==> src/rtl/timer_key_pkg.sv <==
// Shared types and default constants for the front-panel key conditioner.
// Optional auto-repeat is enabled by defining TIMER_KEY_AUTOREPEAT_EN.
package timer_key_pkg;

  typedef enum logic [1:0] {
    IDLE   = 2'd0,
    WAIT   = 2'd1,
    REPEAT = 2'd2
  } rpt_state_e;

  localparam int unsigned DEF_N_KEYS          = 4;
  localparam int unsigned DEF_DEBOUNCE_CYCLES = 4;
  localparam int unsigned DEF_REPEAT_DELAY    = 20;
  localparam int unsigned DEF_REPEAT_RATE     = 5;

  localparam int unsigned KEY_SET_TIME = 0;
  localparam int unsigned KEY_ALARM    = 1;
  localparam int unsigned KEY_HOURS    = 2;
  localparam int unsigned KEY_MINS     = 3;

  function automatic int unsigned max_u(input int unsigned a, input int unsigned b);
    return (a > b) ? a : b;
  endfunction

endpackage

==> src/rtl/timer_key_channel.sv <==
// One key channel: 2-flop synchroniser, debounce, press pulse and optional
// auto-repeat (compiled in when TIMER_KEY_AUTOREPEAT_EN is defined).
module timer_key_channel
  import timer_key_pkg::*;
#(
  parameter int unsigned DEBOUNCE_CYCLES = DEF_DEBOUNCE_CYCLES
`ifdef TIMER_KEY_AUTOREPEAT_EN
  ,
  parameter int unsigned REPEAT_DELAY = DEF_REPEAT_DELAY,
  parameter int unsigned REPEAT_RATE  = DEF_REPEAT_RATE
`endif
) (
  input  logic clk,
  input  logic reset_n,
  input  logic key_raw,
  output logic key_level,
  output logic key_pulse
);

  localparam int unsigned DB_W = $clog2(DEBOUNCE_CYCLES + 1);

  logic            s1_q, s1_d;
  logic            s2_q, s2_d;
  logic            level_q, level_d;
  logic            pulse_q, pulse_d;
  logic [DB_W-1:0] db_cnt_q, db_cnt_d;
  logic            press;
  logic            rpt_fire;

  // Synchroniser and debounce: accept s2 after DEBOUNCE_CYCLES differing cycles.
  always_comb begin
    s1_d     = key_raw;
    s2_d     = s1_q;
    level_d  = level_q;
    db_cnt_d = '0;
    press    = 1'b0;
    if (s2_q != level_q) begin
      if (db_cnt_q == DB_W'(DEBOUNCE_CYCLES - 1)) begin
        level_d = s2_q;
        press   = s2_q;
      end else begin
        db_cnt_d = db_cnt_q + DB_W'(1);
      end
    end
  end

`ifdef TIMER_KEY_AUTOREPEAT_EN
  localparam int unsigned RPT_W = $clog2(max_u(REPEAT_DELAY, REPEAT_RATE) + 1);
  localparam logic [RPT_W-1:0] RPT_MAX = '1;

  rpt_state_e       state_q, state_d;
  logic [RPT_W-1:0] rpt_cnt_q, rpt_cnt_d;
  logic [RPT_W-1:0] rpt_cnt_inc;

  assign rpt_cnt_inc = (rpt_cnt_q == RPT_MAX) ? rpt_cnt_q : rpt_cnt_q + RPT_W'(1);

  // Repeat FSM: leaves to IDLE whenever the debounced level is (about to be) 0.
  always_comb begin
    state_d   = state_q;
    rpt_cnt_d = rpt_cnt_q;
    rpt_fire  = 1'b0;
    if (!level_d) begin
      state_d   = IDLE;
      rpt_cnt_d = '0;
    end else begin
      case (state_q)
        IDLE: begin
          if (press) begin
            state_d   = WAIT;
            rpt_cnt_d = '0;
          end
        end
        WAIT: begin
          if (rpt_cnt_q >= RPT_W'(REPEAT_DELAY - 1)) begin
            rpt_fire  = 1'b1;
            state_d   = REPEAT;
            rpt_cnt_d = '0;
          end else begin
            rpt_cnt_d = rpt_cnt_inc;
          end
        end
        REPEAT: begin
          if (rpt_cnt_q >= RPT_W'(REPEAT_RATE - 1)) begin
            rpt_fire  = 1'b1;
            rpt_cnt_d = '0;
          end else begin
            rpt_cnt_d = rpt_cnt_inc;
          end
        end
        default: begin
          state_d   = IDLE;
          rpt_cnt_d = '0;
        end
      endcase
    end
  end

  // Repeat FSM state and counter registers.
  always_ff @(posedge clk or negedge reset_n) begin
    if (!reset_n) begin
      state_q   <= IDLE;
      rpt_cnt_q <= '0;
    end else begin
      state_q   <= state_d;
      rpt_cnt_q <= rpt_cnt_d;
    end
  end
`else
  assign rpt_fire = 1'b0;
`endif

  assign pulse_d = press | rpt_fire;

  // Synchroniser, debounce and output registers.
  always_ff @(posedge clk or negedge reset_n) begin
    if (!reset_n) begin
      s1_q     <= 1'b0;
      s2_q     <= 1'b0;
      level_q  <= 1'b0;
      pulse_q  <= 1'b0;
      db_cnt_q <= '0;
    end else begin
      s1_q     <= s1_d;
      s2_q     <= s2_d;
      level_q  <= level_d;
      pulse_q  <= pulse_d;
      db_cnt_q <= db_cnt_d;
    end
  end

  assign key_level = level_q;
  assign key_pulse = pulse_q;

endmodule

==> src/rtl/timer_key_conditioner.sv <==
// Front-panel key conditioner: N_KEYS independent debounced channels feeding
// the alarm-clock timer. Auto-repeat is enabled by TIMER_KEY_AUTOREPEAT_EN.
module timer_key_conditioner
  import timer_key_pkg::*;
#(
  parameter int unsigned N_KEYS          = DEF_N_KEYS,
  parameter int unsigned DEBOUNCE_CYCLES = DEF_DEBOUNCE_CYCLES,
  parameter int unsigned REPEAT_DELAY    = DEF_REPEAT_DELAY,
  parameter int unsigned REPEAT_RATE     = DEF_REPEAT_RATE
) (
  input  logic              clk,
  input  logic              reset_n,
  input  logic [N_KEYS-1:0] key_raw,
  output logic [N_KEYS-1:0] key_level,
  output logic [N_KEYS-1:0] key_pulse
);

  // Reject zero-length debounce or repeat intervals at elaboration.
  if (DEBOUNCE_CYCLES < 1 || REPEAT_DELAY < 1 || REPEAT_RATE < 1) begin : g_bad_cfg
    $error("timer_key_conditioner: DEBOUNCE_CYCLES, REPEAT_DELAY and REPEAT_RATE must be >= 1");
  end

  // One identical channel per key.
  for (genvar k = 0; k < N_KEYS; k++) begin : g_ch
    timer_key_channel #(
      .DEBOUNCE_CYCLES(DEBOUNCE_CYCLES)
`ifdef TIMER_KEY_AUTOREPEAT_EN
      ,
      .REPEAT_DELAY   (REPEAT_DELAY),
      .REPEAT_RATE    (REPEAT_RATE)
`endif
    ) u_ch (
      .clk      (clk),
      .reset_n  (reset_n),
      .key_raw  (key_raw[k]),
      .key_level(key_level[k]),
      .key_pulse(key_pulse[k])
    );
  end

endmodule
==> config.mk <==
export PLATFORM = sky130hd
export DESIGN_NAME = timer_key_conditioner
export DESIGN_NICKNAME = d
export VERILOG_FILES = /design/src/rtl/timer_key_pkg.sv /design/src/rtl/timer_key_channel.sv /design/src/rtl/timer_key_conditioner.sv
export SDC_FILE = /design/constraint.sdc
export NUM_CORES = 1
export LEC_CHECK = 0
export ABC_AREA = 1
export CORE_ASPECT_RATIO = 1.5
export CORE_MARGIN = 2
export CORE_UTILIZATION = 50
export DETAILED_ROUTE_END_ITERATION = 6
export GPL_ROUTABILITY_DRIVEN = 0
export PLACE_DENSITY = 0.8
export SLEW_MARGIN = 20
export SYNTH_ARGS = -nofsm -noshare
export SYNTH_HDL_FRONTEND = slang
export SYNTH_SLANG_ARGS = --single-unit
==> constraint.sdc <==
create_clock -name clk -period 1.4 [get_ports clk]
set_input_delay 0.14 -clock clk [delete_from_list [all_inputs] [get_ports clk]]
set_output_delay 0.14 -clock clk [all_outputs]
set_load 0.05 [all_outputs]
==> run summary, run 1 <==
====================================================================================================
Outcome                                                                                    completed
TritonCTS buffer count                                                                             3
Cell taking the most area after synthesis                                               sky130_fd_sc_hd__dfrtp_1
Top cells by area, synth                                                                sky130_fd_sc_hd__dfrtp_1, sky130_fd_sc_hd__nand2_1, sky130_fd_sc_hd__inv_1
Avg Inst Size Synth                                                                         9.66 µm²
CP Data Arrival Time                                                                         0.97 ns
Layout Area Growth over Synthesis                                                              15.4%
Final routed wirelength across all metal layers                                              1.51 mm
Hold violation count in the final report                                                           0
Proportion of total power due to net switching                                                 36.1%
Setup repair after global routing missed its margin                                               no
Area of the mapped netlist                                                                  1120 µm²
Ant diodes                                                                                         0
First-pass iteration count of the detailed router                                                  4
Clock-pin slew reported for the worst setup and hold paths after clock tree synthesis        0.13 ns
Area taken by multi-input logic gates                                                        278 µm²
Final cell count without fillers                                                                 149
Transition time at the pin with the least slew margin                                       0.344 ns
Via count of the first global-routing pass                                                       680
Critical path origin                                                                    g_ch[1].u_ch.key_level
Setup tns final                                                                                 0 ns
Core outline area                                                                           2180 µm²
Power density over the cells                                                             1840 nW/µm²
List of cells traversed by the critical path                                                  buf_12
Final setup violation count                                                                        0
Classification of the worst-slack hold path                                                 in2async
Peak fanout along the critical path                                                                4
Register-to-register setup slack                                                             0.40 ns
Worst clock skew                                                                          0.00425 ns
Resized Gates After CTS                                                                            0
Number of remaining DRC errors                                                                     0
Final period utilization                                                                       79.0%
Maximum number of pins on one net before global-route repair                                      29
Port buffer count                                                                                 13
Crit path capture                                                                       key_level[1]
Reg power frac                                                                                 46.6%
# nets final                                                                                     137
Initial core utilization                                                                       51.4%
Worst vdd ir                                                                              0.000848 V
Number of instances in the synthesized netlist                                                   116
TritonCTS Sinks                                                                                   28
Sequential cell area fraction in the yosys report                                              62.5%
Dpl cells                                                                                        145
Reg-to-reg endpoint                                                                     g_ch[1].u_ch.db_cnt_q[1]
Type of the worst setup path                                                                 reg2out
FILL cells                                                                                       179
Depth of the critical timing path with buffers and inverters included                              1
Slowest library cell on the worst path                                                  sky130_fd_sc_hd__dfrtp_1
Clock tree from TritonCTS                                                                        yes
Crit path time final                                                                         1.11 ns
Combinational Power Share                                                                      38.1%
Cell row count                                                                                    21
First-pass GRT wire length                                                                   2.68 mm
Count of nets left with antenna violations after detail routing                                    0
Hold_buf cts                                                                                       0
Fraction of layout cells with a size suffix above 1                                            16.7%
Register bit count reported by yosys                                                              28
Count of pins over their slew limit                                                                0
H-tree levels                                                                                      1
Total number of vias                                                                             688
Cell chosen for the clock root                                                          sky130_fd_sc_hd__clkbuf_4
Total congestion overflow                                                                          0
Net switching power                                                                           861 µW
First DRT Iteration DRCs                                                                           9
Most common library cell in the layout ignoring fill and taps                           sky130_fd_sc_hd__dfrtp_1
Vert. Die Dim                                                                                62.0 µm
Type of origin of the critical path                                                         register
Critical path's top delay family                                                          flip-flops
Largest stage delay on the critical path                                                     0.47 ns
Yosys warning count                                                                                0
Post-synth top area share                                                                      62.5%
Clock Path Buffers                                                                                 2
Die Wd                                                                                       42.7 µm
Fraction of power consumed by the clock network                                                15.3%
Post-CTS setup buffer count                                                                        0
Number of antenna violations at the first check in global routing                                  0
CP Data Required Time                                                                        1.26 ns
Number of max-capacitance violations reported                                                      0
Wire per inst                                                                                10.1 µm
Nature of the critical path endpoint                                                      output pin
I/O Pins                                                                                          14
Worst-Skew Late Latency                                                                      0.31 ns
Worst slew margin relative to its limit                                                        77.1%
Half-perimeter wire length after placement                                                   1.16 mm
Count of buffer and inverter cells on the critical path                                            1
Via density                                                                                     4.62
Overall power                                                                                2.38 mW
Total area of sequential cells                                                               701 µm²
Commonest cells after routing, fill and taps aside                                      sky130_fd_sc_hd__dfrtp_1, sky130_fd_sc_hd__nand2_1, sky130_fd_sc_hd__inv_1, sky130_fd_sc_hd__nor2_1, sky130_fd_sc_hd__nand2_2
Floorplan die area                                                                          2640 µm²
Number of library cell types mapped by synthesis                                                   8
Synth Net Count                                                                                  126
Max Freq                                                                                     905 MHz
Gr usage total                                                                                 13.9%
Cell depth of the worst flop-to-flop path                                                          4
Placed instance area                                                                        1260 µm²
P_leak                                                                                      0.687 nW
Final Instance Area                                                                         1290 µm²
Power Internal                                                                               1.52 mW
Worst flop-to-flop path startpoint                                                      g_ch[1].u_ch.db_cnt_q[0]
====================================================================================================
cells by family after synthesis:
logic type	after synthesis	share of synthesized area [%]
simple gates	54	20.3
buf+inv	30	12.7
flops	28	62.5
fa+ha+maj	4	4.46
through the flow:
stage	utilization, %	worst slack [ns]	hold WS (ns)
finish	59.3	0.294	0.184
global route	59.3	0.249	0.188
CTS	59.3	0.271	0.180
detailed placement	57.7	0.440	0.337
global placement	57.7	0.511	0.332
floorplan	-	0.536	-0.156
synth_stat cells:
master	count
sky130_fd_sc_hd__nand3_1	4
sky130_fd_sc_hd__nand2_2	8
sky130_fd_sc_hd__ha_1	4
sky130_fd_sc_hd__nand2_1	26
sky130_fd_sc_hd__buf_4	8
sky130_fd_sc_hd__nor2_1	16
sky130_fd_sc_hd__dfrtp_1	28
sky130_fd_sc_hd__inv_1	22
worst min path at each step:
stage,end,cells past startpoint
after floorplan,g_ch[0].u_ch.db_cnt_q[0],0
after global placement,g_ch[1].u_ch.s2_q,0
after CTS,g_ch[2].u_ch.key_level,2
after global routing,g_ch[2].u_ch.key_level,2
final,g_ch[2].u_ch.key_level,2
after detailed placement,g_ch[0].u_ch.s2_q,0
per-layer routing:
metal,track usage [%],up-vias,part of all wire (%)
met5,0,-,0
met4,9.38,0,1.3
met3,1.73,2,3.6
met2,25.3,11,56
met1,15.2,326,39
li1,-,349,-
flip-flops by register name, indices dropped and copies added, names as in the netlist:
signal,cells
g_ch.u_ch.s1_q,4
g_ch.u_ch.s2_q,4
g_ch.u_ch.key_level,4
g_ch.u_ch.key_pulse,4
g_ch.u_ch.db_cnt_q,12
layout make-up:
class	instances	share of cell area, %
inverters	22	6.38
repair buffers	14	13.0
flip-flops and latches	28	54.2
clock buffers	4	2.80
multi-input cells	58	21.5
well taps	23	2.22
power groups by stage:
stage	combinational [mW]	sequential, mW	clock [mW]
floorplan	0.681	1.07	0
CTS	0.921	1.11	0.395
detailed placement	0.917	1.13	0
global route	1.00	1.14	0.422
global placement	0.873	1.11	0
finish	0.907	1.11	0.365
Note: power is estimated with default switching activity, not from simulation.
==> run 2: changes to the inputs <==
- CORE_UTILIZATION: 50 -> 47
- PLACE_DENSITY: 0.8 -> 0.79
- clock period: 1.4 -> 0.9 ns (I/O delays scaled with it)
==> run 2 against run 1 <==
  * The flow now finishes with violations (setup timing)
  * Clock skew rose by 0.00060 ns
  * Flip-flop and latch count unchanged
  * Clock-buffer cell count decreased by 1
  * Total power rose by 100%
  * Combinational power rose by 140%
  * Critical path type unchanged
==> run summary, run 2 (synthesis results as in run 1) <==
====================================================================================================
Outcome                                                                                 complete, but fails checks
Violated checks                                                                         setup timing
CP Data Required Time                                                                        0.81 ns   -0.45 ns
Fraction of layout cells with a size suffix above 1                                            45.5%   +29 points
Count of nets left with antenna violations after detail routing                                    0   unchanged
Slowest library cell on the worst path                                                  sky130_fd_sc_hd__dfrtp_1
Hold_buf cts                                                                                       0   unchanged
Final cell count without fillers                                                                 155   +4.0%
Vert. Die Dim                                                                                63.8 µm   +2.9%
Via count of the first global-routing pass                                                       747   +9.9%
Largest stage delay on the critical path                                                     0.45 ns   -0.02 ns
Maximum number of pins on one net before global-route repair                                      29   unchanged
Nature of the critical path endpoint                                                      output pin
Initial core utilization                                                                       49.6%   -1.8 points
Gr usage total                                                                                 13.8%   -0.13 points
Ant diodes                                                                                         0   unchanged
First-pass iteration count of the detailed router                                                  4   unchanged
Worst vdd ir                                                                               0.00179 V   +110%
Half-perimeter wire length after placement                                                   1.12 mm   -3.9%
Hold violation count in the final report                                                           0   unchanged
Worst slew margin relative to its limit                                                        89.4%   +12 points
Die Wd                                                                                       43.9 µm   +2.8%
Layout Area Growth over Synthesis                                                              42.6%
Floorplan die area                                                                          2800 µm²   +5.9%
List of cells traversed by the critical path                                                  buf_12
Peak fanout along the critical path                                                                2   -2
Max Freq                                                                                     978 MHz
Number of antenna violations at the first check in global routing                                  0   unchanged
Cell row count                                                                                    21   unchanged
Clock Path Buffers                                                                                 2   unchanged
Worst-Skew Late Latency                                                                      0.32 ns   about the same
First-pass GRT wire length                                                                   2.94 mm   +9.5%
First DRT Iteration DRCs                                                                          13   +4
# nets final                                                                                     143   +4.4%
Number of max-capacitance violations reported                                                      0   unchanged
Flip-flop count of the largest register after layout                                              12   unchanged
Crit path time final                                                                         1.02 ns
I/O Pins                                                                                          14   unchanged
Worst setup timing slack at the placement stage                                           -0.0479 ns   -0.488 ns
Port buffer count                                                                                 13   unchanged
Count of buffer and inverter cells on the critical path                                            1   unchanged
CP Data Arrival Time                                                                         0.93 ns   -0.04 ns
Type of the worst setup path                                                                 reg2out
Count of pins over their slew limit                                                                0   unchanged
FILL cells                                                                                       139   -22%
Most flop-heavy register                                                                g_ch.u_ch.db_cnt_q
Dpl cells                                                                                        145   unchanged
Final routed wirelength across all metal layers                                              1.93 mm   +28%
Critical path's top delay family                                                          flip-flops
Via density                                                                                     4.90   +6.2%
H-tree levels                                                                                      1   unchanged
TritonCTS buffer count                                                                             3   unchanged
Transition time at the pin with the least slew margin                                       0.158 ns   -0.186 ns
Power density over the cells                                                             2990 nW/µm²   +62%
Wire per inst                                                                                12.5 µm   +23%
Final setup violation count                                                                       20   +20
Cell depth of the worst flop-to-flop path                                                          4   unchanged
Setup repair after global routing missed its margin                                              yes
P_leak                                                                                      0.754 nW   +9.8%
Clock tree from TritonCTS                                                                        yes
Cell chosen for the clock root                                                          sky130_fd_sc_hd__clkbuf_4
Commonest cells after routing, fill and taps aside                                      sky130_fd_sc_hd__dfrtp_1, sky130_fd_sc_hd__inv_1, sky130_fd_sc_hd__nand2_1, sky130_fd_sc_hd__nand2_2, sky130_fd_sc_hd__buf_12
Worst path setup slack after routing                                                       -0.123 ns   -0.417 ns
Classification of the worst-slack hold path                                                 in2async
Worst clock skew                                                                          0.00485 ns   +0.000605 ns
Core outline area                                                                           2260 µm²   +3.6%
Number of remaining DRC errors                                                                     0   unchanged
Most common library cell in the layout ignoring fill and taps                           sky130_fd_sc_hd__dfrtp_1
Total number of vias                                                                             760   +10%
Final period utilization                                                                        114%
Clock-pin slew reported for the worst setup and hold paths after clock tree synthesis        0.14 ns   about the same
TritonCTS Sinks                                                                                   28   unchanged
Total congestion overflow                                                                          0   unchanged
Depth of the critical timing path with buffers and inverters included                              1   unchanged
Type of origin of the critical path                                                         register
====================================================================================================
[run 2: changes by cell type in the layout (fill, tap and decap cells not counted), moves of 5 or more]
cell / previous run / this run
sky130_fd_sc_hd__nor2_2: 0 / 7
sky130_fd_sc_hd__nand2_1: 26 / 14
sky130_fd_sc_hd__nand2_2: 8 / 13
sky130_fd_sc_hd__buf_12: 4 / 9
sky130_fd_sc_hd__nor2_1: 16 / 7
sky130_fd_sc_hd__nand2_4: 0 / 7
[run 2: worst register-to-register path: stages, from the launching register on]
cell,delay (ns)
sky130_fd_sc_hd__dfrtp_1,0.45
sky130_fd_sc_hd__ha_4,0.20
sky130_fd_sc_hd__nand2_4,0.08
sky130_fd_sc_hd__nand2_1,0.06
sky130_fd_sc_hd__nor2_1,0.11
[run 2: what timing repair did]
item,4_1_cts,5_1_grt
endpoints found under the setup margin,21,27
resized for setup,11,40
pin swaps,7,11
endpoints found under the hold margin,0,0
setup buffers,5,1
[run 2: per-layer routing]
layer / wire length [µm] / track usage [%]
met5: 0 / 0
met4: 43 / 6.82
met3: 50 / 1.69
met2: 1090 / 24.8
met1: 754 / 15.2
[run 2: path summary, 6_finish.rpt]
kind / startpoint / slack [ns] / endpoint
max reg2reg: g_ch[1].u_ch.db_cnt_q[0] / -0.06 / g_ch[1].u_ch.db_cnt_q[1]
max in group asynchronous: reset_n / 0.64 / g_ch[0].u_ch.key_level
max: g_ch[3].u_ch.key_level / -0.12 / key_level[3]
min reg2reg: g_ch[2].u_ch.s1_q / 0.37 / g_ch[2].u_ch.s2_q
min: reset_n / 0.10 / g_ch[2].u_ch.db_cnt_q[0]
min in group clk: key_raw[2] / 0.18 / g_ch[2].u_ch.s1_q
[run 2: power by group]
group          internal (mW)  switching [mW]  leakage [nW]
sequential              1.52           0.268         0.356
clock                  0.450           0.346        0.0279
combinational           1.04            1.15         0.370
[run 2: area by class of cell]
cell class	instances	area [µm²]	share of cell area, %
Clock inverter	1	30.0	1.88
Inverter	22	85.1	5.32
Tap cell	23	28.8	1.80
Timing Repair Buffer	20	290	18.2
Sequential cell	28	702	43.9
Clock buffer	3	22.5	1.41
Multi-Input combinational cell	58	440	27.5
[run 2: per-stage QoR]
stage	power, mW	setup TNS (ns)	util, %	hold slack (ns)	instance area (µm²)
2_1_floorplan	2.72	0	-	-0.206	1120
3_3_place_gp	3.14	0	58.4	0.332	1320
3_5_place_dp	3.22	-0.219	58.4	0.335	1320
4_1_cts	4.27	-1.15	64.2	0.101	1450
5_1_grt	5.05	-2.20	70.8	0.0850	1600
6_report	4.78	-1.15	70.8	0.100	1600
